--- src/rtl/bandai_mapper_gen2.sv ---
// Cartridge mapper: address-key unlock FSM, serial boot stream, bank registers, chip-select decode.
// Define BANDAI_READBACK_EN to make the bank registers readable on DQ_O/DQ_OE.
module bandai_mapper_gen2 #(
    parameter int unsigned           RADDR_W    = 7,
    parameter int unsigned           BANK_W     = 8,
    parameter int unsigned           STREAM_LEN = 18,
    parameter logic [STREAM_LEN-1:0] STREAM_PAT = 18'h05140,
    parameter logic [7:0]            KEY0       = 8'h5A,
    parameter logic [7:0]            KEY1       = 8'hA5
) (
    input  logic               CLK,
    input  logic               RSTn,
    input  logic               CEn,
    input  logic               SSn,
    input  logic               WEn,
    input  logic               OEn,
    input  logic [7:0]         ADDR,
    input  logic [7:0]         DQ_I,
    output logic [7:0]         DQ_O,
    output logic               DQ_OE,
    output logic               SO,
    output logic               UNLOCKED,
    output logic               ROMCEn,
    output logic               RAMCEn,
    output logic [RADDR_W-1:0] RADDR
);

    typedef enum logic [1:0] {
        ST_WAIT_K0  = 2'd0,
        ST_WAIT_K1  = 2'd1,
        ST_UNLOCKED = 2'd2
    } state_t;

    state_t                state, state_nxt;
    logic                  unlocked;
    logic                  stream_load;
    logic [STREAM_LEN-1:0] shreg;
    logic [2:0]            we_sync;
    logic                  we_fall, we_rise;
    logic [7:0]            wr_addr;
    logic [7:0]            wr_data;
    logic                  wr_ok;
    logic                  commit;
    logic [BANK_W-1:0]     bank     [4];
    logic [BANK_W-1:0]     bank_eff [4];
    logic [3:0]            seg;
    logic                  rce, ram_sel, rom_sel;

    // NOTE: sequential state uses non-blocking assignments so every flop samples pre-edge values.
    always_ff @(posedge CLK or negedge RSTn) begin
        if (!RSTn) state <= ST_WAIT_K0;
        else       state <= state_nxt;
    end

    // NOTE: every always_comb output gets a default first, so no path can infer a latch.
    always_comb begin
        state_nxt = state;
        case (state)
            ST_WAIT_K0:  if (ADDR == KEY0) state_nxt = ST_WAIT_K1;
            ST_WAIT_K1:  if (ADDR == KEY1) state_nxt = ST_UNLOCKED;
            ST_UNLOCKED: state_nxt = ST_UNLOCKED;
            default:     state_nxt = ST_WAIT_K0;
        endcase
    end

    always_comb begin
        unlocked    = (state == ST_UNLOCKED);
        stream_load = (state == ST_WAIT_K1) && (ADDR == KEY1);
    end

    assign UNLOCKED = unlocked;

    always_ff @(posedge CLK or negedge RSTn) begin
        if (!RSTn)            shreg <= '1;
        else if (stream_load) shreg <= STREAM_PAT;
        else                  shreg <= {1'b1, shreg[STREAM_LEN-1:1]};
    end

    assign SO = shreg[0];

    // WEn is asynchronous: two synchroniser flops plus one history flop for edge detection.
    always_ff @(posedge CLK or negedge RSTn) begin
        if (!RSTn) we_sync <= 3'b111;
        else       we_sync <= {we_sync[1:0], WEn};
    end

    assign we_fall = we_sync[2] & ~we_sync[1];
    assign we_rise = ~we_sync[2] & we_sync[1];

    always_ff @(posedge CLK or negedge RSTn) begin
        if (!RSTn) begin
            wr_addr <= '0;
            wr_data <= '0;
            wr_ok   <= 1'b0;
        end else if (we_fall) begin
            wr_addr <= ADDR;
            wr_data <= DQ_I;
            wr_ok   <= unlocked & ~(SSn & CEn);
        end else if (we_rise) begin
            wr_ok   <= 1'b0;
        end
    end

    assign commit = we_rise & wr_ok & (wr_addr[7:2] == 6'b110000);

    // NOTE: the four bank registers are reset because their all-ones value is architecturally visible.
    always_ff @(posedge CLK or negedge RSTn) begin
        if (!RSTn) begin
            for (int i = 0; i < 4; i++) bank[i] <= '1;
        end else if (commit) begin
            bank[wr_addr[1:0]] <= BANK_W'(wr_data);
        end
    end

    // Bypass so a committing write is already seen by decode and readback.
    always_comb begin
        for (int i = 0; i < 4; i++) begin
            bank_eff[i] = bank[i];
            if (commit && (wr_addr[1:0] == 2'(i))) bank_eff[i] = BANK_W'(wr_data);
        end
    end

    assign seg     = ADDR[7:4];
    assign rce     = unlocked & SSn & ~CEn;
    assign ram_sel = rce & (seg == 4'd1);
    assign rom_sel = rce & (seg >= 4'd2);
    assign RAMCEn  = ~ram_sel;
    assign ROMCEn  = ~rom_sel;

    always_comb begin
        RADDR = '0;
        if (ram_sel || rom_sel) begin
            if (seg >= 4'd4) RADDR = {bank_eff[0][RADDR_W-5:0], seg};
            else             RADDR = bank_eff[seg[1:0]][RADDR_W-1:0];
        end
    end

`ifdef BANDAI_READBACK_EN
    assign DQ_OE = unlocked & ~(SSn & CEn) & ~OEn & WEn & (ADDR[7:2] == 6'b110000);
    assign DQ_O  = 8'(bank_eff[ADDR[1:0]]);
`else
    logic unused_rb;
    assign DQ_OE     = 1'b0;
    assign DQ_O      = 8'h00;
    assign unused_rb = ^{OEn, bank_eff[0], bank_eff[1], bank_eff[2], bank_eff[3]};
`endif

endmodule

--- config.mk ---
export PLATFORM = sky130hd
export DESIGN_NAME = bandai_mapper_gen2
export DESIGN_NICKNAME = d
export VERILOG_FILES = /design/src/rtl/bandai_mapper_gen2.sv
export SDC_FILE = /design/constraint.sdc
export NUM_CORES = 1
export LEC_CHECK = 0
export BUFFER_PORTS_ARGS = -buffer_cell sky130_fd_sc_hd__buf_2
export CAP_MARGIN = 10
export CELL_PAD_IN_SITES_DETAIL_PLACEMENT = 0
export CELL_PAD_IN_SITES_GLOBAL_PLACEMENT = 1
export CORE_MARGIN = 1
export CORE_UTILIZATION = 33
export CTS_CLUSTER_SIZE = 24
export DETAILED_ROUTE_END_ITERATION = 7
export PLACE_DENSITY_LB_ADDON = 0.2
export SYNTH_ARGS = -nofsm -noshare
export SYNTH_HDL_FRONTEND = slang
export SYNTH_SLANG_ARGS = --single-unit
--- constraint.sdc ---
create_clock -name CLK -period 3.9 [get_ports CLK]
set_input_delay 0.78 -clock CLK [delete_from_list [all_inputs] [get_ports CLK]]
set_output_delay 0.78 -clock CLK [all_outputs]
set_load 0.05 [all_outputs]
Word-level counts from Yosys, hierarchy flattened
Cells that the tools add are included.
Storage, ports and cells
  register bits after elaboration: 72
  bits of input ports: 22
  output and inout port bits: 20
  word-level logic and storage cells: 73
Cells by class
  magnitude comparators: 5
  equality and inequality tests: 11
  mux-type cells: 18
  bitwise operators: 18
  reduce and logical (&&, ||, !) cells: 11
Operator list (number)
  $mux 8: 5
  $bwmux 32: 1
  $mux 7: 4
  $mux 18: 1
  $bmux 8 s2: 1
  $demux 8 s2: 1
  $and 1x1->1: 10
  $eq 8x7->1 const B: 1
  $eq 8x8->1 const B: 1
  $eq 2x2->1 const B: 3
  $eq 6x6->1 const B: 1
  $ge 3x3->1 const B: 2
  $logic_and 1x1->1: 6
  $not 1->1: 6
  $not 2->3: 2
  $pmux 2 s3: 1
  $eq 2x1->1 const B: 2
  $eq 4x1->1 const B: 1
  $ge 4x2->1 const B: 1
  $ge 4x3->1 const B: 1
  $logic_not 2->1: 2
  $mux 2: 2
  $lt 3x1->1 const B: 1
  $mux 1: 2
  other kinds (5): 5

Longest topological paths before layout
Gate-level depths: netlist of the first run.
  depth after elaboration: 11
  mapped depth: 8
  gate-level depth less buffers: 7

Worst setup path after synthesis of the first run
OpenSTA, ideal clock, no wires.
  path type: reg2out
  start: reg wr_addr[5]
  end: out RADDR[4]
  arrival: 2.742 ns
  data required time: 3.120 ns
  slack: 0.378 ns
  stages on the path, launching flop included: 6
  path buffers: 0
  cell sequence: dfrtp_1 > or4b_4 > nor3_2 > mux2_2 > mux2i_1 > o21ai_0
On the way
  word-level cells in the longest chain between the ends: 9
  elaborated cells on any way between the ends: 15
  those cells by class: 1 x eq/ne; 9 x mux; 1 x bitwise; 4 x reduce/logical
Ends and longest elaborated chain
  from (decl): line 40  | logic [7:0] wr_addr;
  from (signal assigned): line 92  | wr_addr <= '0;
  from (signal assigned): line 96  | wr_addr <= ADDR;
  $eq 6x6->1 (*): line 104  | assign commit = we_rise & wr_ok & (wr_addr[7:2] == 6'b110000);
  $and 1x1->1 (*): line 104
  $logic_and 1x1->1: line 119  | if (commit && (wr_addr[1:0] == 2'(i))) bank_eff[i] = BANK_W'(wr_data);
  $mux 8: line 119
  $bmux 8 s2: line 134  | else RADDR = bank_eff[seg[1:0]][RADDR_W-1:0];
  $mux 7 (implied by the code) (2 in series): line 134
  $mux 7 (*): line 133  | if (seg >= 4'd4) RADDR = {bank_eff[0][RADDR_W-5:0], seg};
  $mux 7 (*): line 132  | if (ram_sel || rom_sel) begin
  to (decl): line 25  | output logic [RADDR_W-1:0] RADDR
Mark *: on every way between the ends. The rest lies on a longest branch, timed or not. The select of a mux whose other input is x is not followed.

Worst setup path after layout of the first run
  start: reg we_sync[1]
  end: out RADDR[3]
On the way
  word-level cells in the longest chain between the ends: 10
  elaborated cells on any way between the ends: 16
  those cells by class: 9 x mux; 3 x bitwise; 4 x reduce/logical
Ends and longest elaborated chain
  from (decl): line 38  | logic [2:0] we_sync;
  from (signal assigned): line 84  | else we_sync <= {we_sync[1:0], WEn};
  $and 1x1->1 (*): line 88  | assign we_rise = ~we_sync[2] & we_sync[1];
  $and 1x1->1 (*) (2 in series): line 104
  $logic_and 1x1->1: line 119
  $mux 8: line 119
  $bmux 8 s2 (*): line 134
  $mux 7 (implied by the code) (*) (2 in series): line 134
  $mux 7 (*): line 133
  $mux 7 (*): line 132
Marks and branches as above.

==> impl_results.md, run 1 <==
- Clk_skew: 0.00910 ns
- Non-Filler Instances: 375
- Crit share post-route: 94.4%
- Setup bufs post-CTS: 0
- Global-route wire length before repair: 9660 microns
- Synthesis-stage register bit count: 64
- Layout area overhead: 15.8%
- Arrival time worst endpoint: 2.90 ns
- Final setup violating endpoints: 0
- Pre-CTS WS: 0.549 ns
- Rows: 33
- Max Cap Viol: 0
- H-tree levels: 3
- Final hold violations: 0
- Synth Area in Adders: 2.15%
- Yosys cell types: 49
- Layout Cell Area excl Fill: 3370 sq um
- Setup TNS Final: 0 ns
- Yosys top cell area share: 41.5%
- Synth Cell Area: 2910 sq um
- Critical path's largest stage delay: 0.58 ns
- Largest net degree at the start of global routing: 29
- Syn Inst Count: 227
- Gr ovfl total: 0
- Height of the die: 95.9 microns
- Final min period: 3.68 ns
- Sink Count: 64
- Delay-heaviest family, CP: simple AND/OR/NAND/NOR gates
- Post-DRT Antenna Nets: 0
- Die area: 9200 sq um
- Yosys top cell by area: dfstp_2
- Leading post-synthesis cells by cell area: dfstp_2 42%, dfrtp_1 15%, mux2_2 14%
- Ys flop type: dfstp_2
- Yosys warns: 0
- Max stage delay cell, worst path: or4_4
- Nets: 292
- Num CTS Buffers: 9
- Drt first pass iters: 4
- Vias in the first global route: 1859
- Resized Gates After CTS: 0
- Starting Density: 34.7%
- Pwr per Cell Area: 464 nW/um^2
- Cell count after placement: 359
- DRC errors left: 0
- Peak VDD IR: 0.205 mV
- Antenna diodes: 0
- Fin worst setup slack: 0.220 ns
- CP cell instances: ha_1, nand4b_1, or4_4, mux2_4, or3_1, a32o_1, buf_2
- Number of port buffers: 30
- Post-synthesis sequential area ratio: 57.0%
- Worst-case clock buffer depth: 2
- Core Area: 8380 sq um
- Total power: 1.56 mW
- Synth Area in Compound Gates: 6.84%
- Worst setup SP type: flop
- Buf+Inv Stages, Crit Path: 1
- Synth Area in Simple Gates: 13.3%
- Final Max Tran Viols: 0
- Worst hold path type: reg2reg
- Main combinational cell family by area after synthesis: multiplexers
- Fillcell total: 840
- Largest fanout on the critical path: 4
- Critical path type: reg2out
- Initial antenna violation count: 0
- Synth Area in XOR/XNOR: 0%
- CP required: 3.12 ns
- Initial drt markers: 64
- Via count: 1787
- Worst-Margin Slew: 0.927 ns
- Vias per cell: 4.77
- Drt total wl: 5970 microns
- RSZ-0062 raised after global routing: false
- Status: finished, final reports clean
- Layout cell share with drive strength beyond 1: 51.9%
- Skew-Pair Late Insertion Delay: 0.34 ns
- DR WL/cell: 15.9 microns
- Max Clock Freq: 272 MHz
- Worst setup EP type: primary output
- TritonCTS clock tree: done
- Hold buffers post-CTS: 0
- Clk pin slew, worst setup/hold paths: 0.07 ns
- Total global-route track usage: 14.6%
- # IOs: 42
- Placer Congestion: 0.692
- Syn_area_per_cell: 12.8 sq um
- DIE WIDTH: 95.9 microns
- Post-synth EDFFs: 0
- Ys async rst share: 100%
- Worst reg-to-reg setup slack: 1.95 ns
- Clk root buf: clkbuf_8
- HPWL Detailed: 4130 microns
- Multiplexer share of the synthesized area: 15.8%
- Slew headroom: 38.2%
- Placed cell area: 3160 sq um
- Leak Pwr: 1.44 nW
[routing by layer]
layer / global-route usage (%) / part of all wire [%]
met2: 21.7 / 44
met5: 0 / 0
met3: 4.66 / 5.2
met4: 4.48 / 1.0
met1: 20.2 / 50
[cells in the final DEF, fill, tap and decap left out, types with 3 or more instances in the layout]
| cell | n |
|---|---|
| nand2b_1 | 6 |
| dfstp_2 | 46 |
| clkbuf_8 | 9 |
| dfrtp_1 | 18 |
| and2_1 | 13 |
| mux2i_1 | 5 |
| a32o_1 | 3 |
| inv_1 | 9 |
| o21ai_0 | 6 |
| nand4b_1 | 4 |
| buf_2 | 30 |
| or2_2 | 4 |
| buf_4 | 5 |
| nand2_1 | 13 |
| nor3_1 | 3 |
| conb_1 | 9 |
| mux2_2 | 35 |
| ha_1 | 5 |
| nor2_1 | 6 |
[layout make-up]
type / instances / area (sq um) / share of cell area, %
clock buffer: 11 / 131 / 3.90
multi-input combinational: 145 / 1140 / 33.9
timing repair buffer: 35 / 188 / 5.57
clock inverter: 5 / 81.3 / 2.41
tap: 105 / 131 / 3.90
inverter: 10 / 37.5 / 1.11
sequential: 64 / 1660 / 49.2
[Yosys cell counts, drive strengths merged, types with 2 or more instances]
cell type and n:
ha 5, nor2b 2, nand2b 6, or2 4, and2 13, o21ai 6
nand2 13, nand4b 4, dfrtp 18, a32o 3, mux2 36, buf 10
nor4bb 2, nor3 4, clkbuf 6, dfstp 46, a22oi 2, inv 9
nor2 6, nand3 2, mux2i 5
[cells by family (layout without fill, tap and decap cells)]
family | after synthesis | count (layout)
AOI/OAI and AO/OA | 26 | 26
adders and majority gates | 5 | 5
buffers and inverters | 26 | 61
muxes | 41 | 41
DFF | 64 | 64
and+or+nand+nor | 64 | 64
other | 1 | 9
[stage by stage]
stage,utilization [%],hold WS [ns]
after floorplan,-,0.345
after global placement,37.7,0.346
after detailed placement,37.7,0.347
after CTS,40.2,0.359
after global routing,40.2,0.360
final,40.2,0.357
[worst paths after layout]
kind,start,end,depth (start not counted)
min reg2reg,we_sync[0],we_sync[1],0
max in group asynchronous,RSTn,shreg[0],2
max reg2reg,we_sync[1],bank[24],5
max,we_sync[1],RADDR[3],7
min in group asynchronous,RSTn,wr_data[5],1
min,we_sync[0],we_sync[1],0
[registers in the layout, summed over array words and instances (netlist names)]
name	cells
wr_ok	1
wr_addr	8
state	2
we_sync	3
shreg	18
wr_data	7
bank	25
[power by group]
part,internal [mW],switching [mW]
sequential,0.702,0.0326
combinational,0.0726,0.133
clock,0.361,0.263
Note: power is estimated with default switching activity, not from simulation.
==> inputs of run 2 (changes only) <==
==> constraint.sdc (replaced) <==
create_clock -name CLK -period 3.5 [get_ports CLK]
set_input_delay 0.7 -clock CLK [delete_from_list [all_inputs] [get_ports CLK]]
set_output_delay 0.7 -clock CLK [all_outputs]
set_load 0.05 [all_outputs]
==> run 2 against run 1 <==
Net effect:
- the flow now finishes with violations (setup timing)
- register-to-register slack got worse by 0.47 ns
- setup slack got worse by 0.26 ns
- non-clock buffer count increased by 9
- cell area increased by 4.7%
==> impl_results.md, run 2 (same netlist as run 1, synthesis figures left out) <==
- H-tree levels: 3
- Num CTS Buffers: 9
- Skew-Pair Late Insertion Delay: 0.35 ns
- Antenna diodes: 0
- Final min period: 3.54 ns
- Fin Hold WS: 0.319 ns
- Largest net degree at the start of global routing: 26
- Drt first pass iters: 4
- Peak VDD IR: 0.269 mV
- Final hold violations: 0
- Layout cell share with drive strength beyond 1: 55.9%
- Final Max Tran Viols: 0
- Status: finished with violations
- DRC errors left: 0
- Max Cap Viol: 0
- Vias per cell: 4.84
- Worst hold path type: in2async
- Clk_skew: 0.00760 ns
- Critical path type: reg2out
- Initial drt markers: 107
- Crit share post-route: 101%
- Fin worst setup slack: -0.0358 ns
- Clk pin slew, worst setup/hold paths: 0.07 ns
- HPWL Detailed: 4360 microns
- Starting Density: 34.7%
- Placer Congestion: 0.753
- Core Area: 8380 sq um
- Largest registers: bank (25), shreg (18), wr_addr (8)
- Layout area overhead: 21.3%
- Pre-CTS WS: 0.240 ns
- Vias in the first global route: 1868
- Commonest non-fill, non-tap cell in the layout: dfstp_2
- Clk root buf: clkbuf_8
- TritonCTS clock tree: done
- Number of port buffers: 30
- Worst setup EP type: primary output
- Leak Pwr: 1.51 nW
- Initial antenna violation count: 0
- Rows: 33
- # IOs: 42
- Gr ovfl total: 0
- Slew headroom: 43.5%
- DR WL/cell: 16.2 microns
- Post-DRT Antenna Nets: 0
- Nets: 301
- Max Clock Freq: 283 MHz
- RSZ-0062 raised after global routing: true
- DIE WIDTH: 95.9 microns
- Drt total wl: 6220 microns
- Pwr per Cell Area: 526 nW/um^2
- Worst setup SP type: flop
- Max FFs per register: 25
- Most frequent cells in the layout: 46 x dfstp_2, 35 x mux2_2, 26 x buf_2
- Final setup violating endpoints: 1
- Hold buffers post-CTS: 0
- Failing checks: setup timing
- Worst-case clock buffer depth: 2
- Sink Count: 64
- Top reg by flops: bank
- Height of the die: 95.9 microns
- Largest fanout on the critical path: 3
- CP required: 2.80 ns
- Global-route wire length before repair: 9890 microns
- Total global-route track usage: 15.1%
- Die area: 9200 sq um
- Worst-Margin Slew: 0.847 ns
- Arrival time worst endpoint: 2.84 ns
- Via count: 1859
==> run 2: cell count changes in the layout (fill, tap and decap cells not counted), sizes merged <==
cell,delta
clkinv,-1
inv,+1
bufinv,+1
buf,+9
clkbuf,-1
==> run 2: worst max-delay path: stages, from the launching register on <==
cell      delay [ns]
dfstp_2         0.56
ha_4            0.13
nand4b_1        0.17
or4_4           0.55
mux2_4          0.32
or3_4           0.32
a32o_2          0.30
buf_8           0.15
==> run 2: metal layers <==
layer	part of all wire [%]	track usage [%]	routed length, microns
met5	0	0	0
met2	45	22.3	2790
met1	49	21.1	3070
met3	4.2	3.79	258
met4	1.6	5.60	99
==> run 2: cell type report <==
type / count / area (sq um)
Fill cell: 803 / 4850
Tap cell: 105 / 131
Inverter: 10 / 37.5
Multi-Input combinational cell: 145 / 1170
Timing Repair Buffer: 44 / 277
Sequential cell: 64 / 1660
Clock inverter: 6 / 115
Clock buffer: 10 / 138
==> run 2: path summary, 6_finish.rpt <==
check	start	slack [ns]	end	cells past startpoint
worst min register to register	we_sync[0]	0.36	we_sync[1]	0
max in group asynchronous	RSTn	2.44	shreg[1]	2
worst min-delay path	RSTn	0.32	wr_data[2]	1
worst max-delay path	we_sync[1]	-0.04	RADDR[3]	7
worst max register to register	we_sync[1]	1.48	bank[24]	7
min in group CLK	we_sync[0]	0.36	we_sync[1]	0
==> run 2: timing repair <==
| item | in CTS | in global routing |
|---|---|---|
| resized for setup | 8 | 7 |
| setup buffers | 2 | 3 |
| pin swaps | 2 | 6 |
| endpoints found under the hold margin | 0 | 0 |
| endpoints found under the setup margin | 1 | 7 |
==> run 2: power by group <==
group | internal [mW] | switching (mW) | total [mW]
Combinational | 0.0912 | 0.152 | 0.244
Sequential | 0.783 | 0.0369 | 0.819
Clock | 0.496 | 0.298 | 0.794
Total | 1.37 | 0.487 | 1.86
==> run 2: stage by stage <==
| stage | cells | TNS, ns | area [sq um] | utilization, % | total power [mW] |
|---|---|---|---|---|---|
| after floorplan | 235 | 0 | 2940 | - | 0.995 |
| after global placement | 363 | 0 | 3190 | 38.0 | 1.06 |
| after detailed placement | 363 | 0 | 3190 | 38.0 | 1.07 |
| after CTS | 381 | -0.0531 | 3480 | 41.5 | 1.88 |
| after global routing | 384 | -0.162 | 3530 | 42.1 | 1.94 |
| final | 384 | -0.0358 | 3530 | 42.1 | 1.86 |
==> inputs of run 3 (changes only) <==
--- a/config.mk
+++ b/config.mk
@@ -13,7 +13,7 @@
 export CORE_UTILIZATION = 33
 export CTS_CLUSTER_SIZE = 24
 export DETAILED_ROUTE_END_ITERATION = 7
-export PLACE_DENSITY_LB_ADDON = 0.2
+export PLACE_DENSITY_LB_ADDON = 0.1
 export SYNTH_ARGS = -nofsm -noshare
 export SYNTH_HDL_FRONTEND = slang
 export SYNTH_SLANG_ARGS = --single-unit
==> run 3 against run 2 <==
Net effect:
- wire length decreased by 2.3%
- largest cell class unchanged
- sequential power barely moved
- combinational power shrank 2%
- fmax rose by 1.5%
- global-route usage down 0.16 points
- the flow now finishes without violations
- flip-flop and latch count stayed put
- non-clock buffer count rose by 1
- critical path depth shrank 1
- hold slack improved by 0.038 ns
- critical path type unchanged
- via count decreased by 0.97%
- power shrank 15%
==> impl_results.md, run 3 (same netlist as run 1, synthesis figures left out) <==
- Largest net degree at the start of global routing: 38
- Total global-route track usage: 14.9%
- Global-route wire length before repair: 9870 microns
- DIE WIDTH: 95.9 microns
- Max stage delay cell, worst path: or4b_4
- Leak Pwr: 1.47 nW
- Largest fanout on the critical path: 4
- CP Depth: 6
- Cells on worst reg2reg path: 4
- Top reg by flops: bank
- Vias in the first global route: 1845
- CP required: 2.80 ns
- # IOs: 42
- Post-DRT Antenna Nets: 0
- Largest registers: bank (25), shreg (18), wr_addr (8)
- Initial antenna violation count: 0
- Starting Density: 34.7%
- Critical path type: reg2out
- Max FFs per register: 25
- Min-delay src: we_sync[0]
- Clk root buf: clkbuf_8
- RSZ-0062 raised after global routing: true
- Max Cap Viol: 0
- Max Clock Freq: 287 MHz
- Delay-heaviest family, CP: simple AND/OR/NAND/NOR gates
- DR WL/cell: 15.8 microns
- DRC errors left: 0
- H-tree levels: 3
- Met1 GRT Util: 20.7%
- Via count: 1841
- Clk_skew: 0.0118 ns
- Worst setup SP type: flop
- Hold buffers post-CTS: 0
- Rows: 33
- Die area: 9200 sq um
- Skew-Pair Late Insertion Delay: 0.34 ns
- Fin Hold WS: 0.357 ns
- Gr ovfl total: 0
- Height of the die: 95.9 microns
- Pwr per Cell Area: 460 nW/um^2
- Layout cell share with drive strength beyond 1: 54.1%
- Arrival time worst endpoint: 2.78 ns
- Buf+Inv Stages, Crit Path: 1
- Met3 Usage GRT: 4.98%
- Initial drt markers: 56
- Placer Congestion: 0.708
- Critical path's largest stage delay: 0.56 ns
- Num CTS Buffers: 9
- Final setup violating endpoints: 0
- Drt total wl: 6070 microns
- Worst-Margin Slew: 0.903 ns
- Nets: 302
- Final min period: 3.48 ns
- Worst hold path depth: 0
- Most used routing layer: met2
- Most frequent cells in the layout: 46 x dfstp_2, 35 x mux2_2, 26 x buf_2
- Commonest non-fill, non-tap cell in the layout: dfstp_2
- M2 GR Usage: 22.0%
- Clk pin slew, worst setup/hold paths: 0.07 ns
- Vias per cell: 4.79
- Worst-case clock buffer depth: 2
- TritonCTS clock tree: done
- Worst flop-to-flop path startpoint: wr_addr[4]
- Drt first pass iters: 4
- Worst setup EP type: primary output
- Layout area overhead: 18.1%
- Final Max Tran Viols: 0
- Core Area: 8380 sq um
- CP cell instances: or4b_4, nor3_2, mux2_2, or2_2, a32o_2, buf_8
- Final core occ: 41.0%
- Worst Setup SP: wr_addr[4]
- HPWL Detailed: 4180 microns
- Final hold violations: 0
- Slew headroom: 39.8%
- Status: finished, final reports clean
- Number of port buffers: 30
- Worst hold path type: reg2reg
- Setup TNS Final: 0 ns
- Crit share post-route: 99.5%
- Sink Count: 64
- Antenna diodes: 0
- Peak VDD IR: 0.255 mV
-- run 3: cell count changes in the layout (fill, tap and decap cells not counted), moves of 2 or more --
cell	change
bufinv_16	-3
buf_6	+2
clkinv_2	+2
clkbuf_1	+4
-- run 3: final timing paths --
kind	end	slack, ns
max	RADDR[3]	0.02
min	we_sync[1]	0.36
max reg2reg	bank[5]	1.51
min reg2reg	we_sync[1]	0.36
max in group asynchronous	we_sync[1]	2.73
min in group asynchronous	wr_data[1]	0.37
-- run 3: cell type report --
class,count,area (sq um)
fill,824,4950
sequential,64,1660
multi-input combinational,145,1170
timing repair buffer,45,292
clock buffer,13,139
tap,105,131
inverter,10,37.5
clock inverter,2,10.0
-- run 3: worst reg2reg max path: cells and delay by family (launching register included) --
family / cells / cell delay, ns
simple gates: 2 / 0.95
buf+inv: 1 / 0.22
mux: 1 / 0.35
flops: 1 / 0.39
-- run 3: power breakdown --
part | total, mW | switching (mW) | internal [mW] | leakage, nW
Sequential | 0.818 | 0.0347 | 0.783 | 0.695
Combinational | 0.239 | 0.151 | 0.0886 | 0.697
Clock | 0.522 | 0.270 | 0.252 | 0.0773
Total | 1.58 | 0.456 | 1.12 | 1.47
-- run 3: timing repair --
item,in CTS,in global routing
hold endpoints to repair,0,0
setup endpoints to repair,4,7
pin swaps,4,4
resized for setup,8,7
setup buffers,3,3
-- run 3: stage by stage --
step	area, sq um	power [mW]	worst slack (ns)	std cells
CTS	3380	1.60	-0.0595	381
global route	3440	1.67	-0.0817	384
floorplan	2940	0.995	0.0581	235
finish	3440	1.58	0.0172	384
detailed placement	3190	1.06	0.258	363
global placement	3190	1.06	0.248	363
-- run 3: metal layers --
layer	wire, microns	part of all wire [%]	up-vias
met4	53	0.87	0
met2	2700	45	43
met1	3050	50	915
met5	0	0	-
li1	-	-	877
met3	261	4.3	6
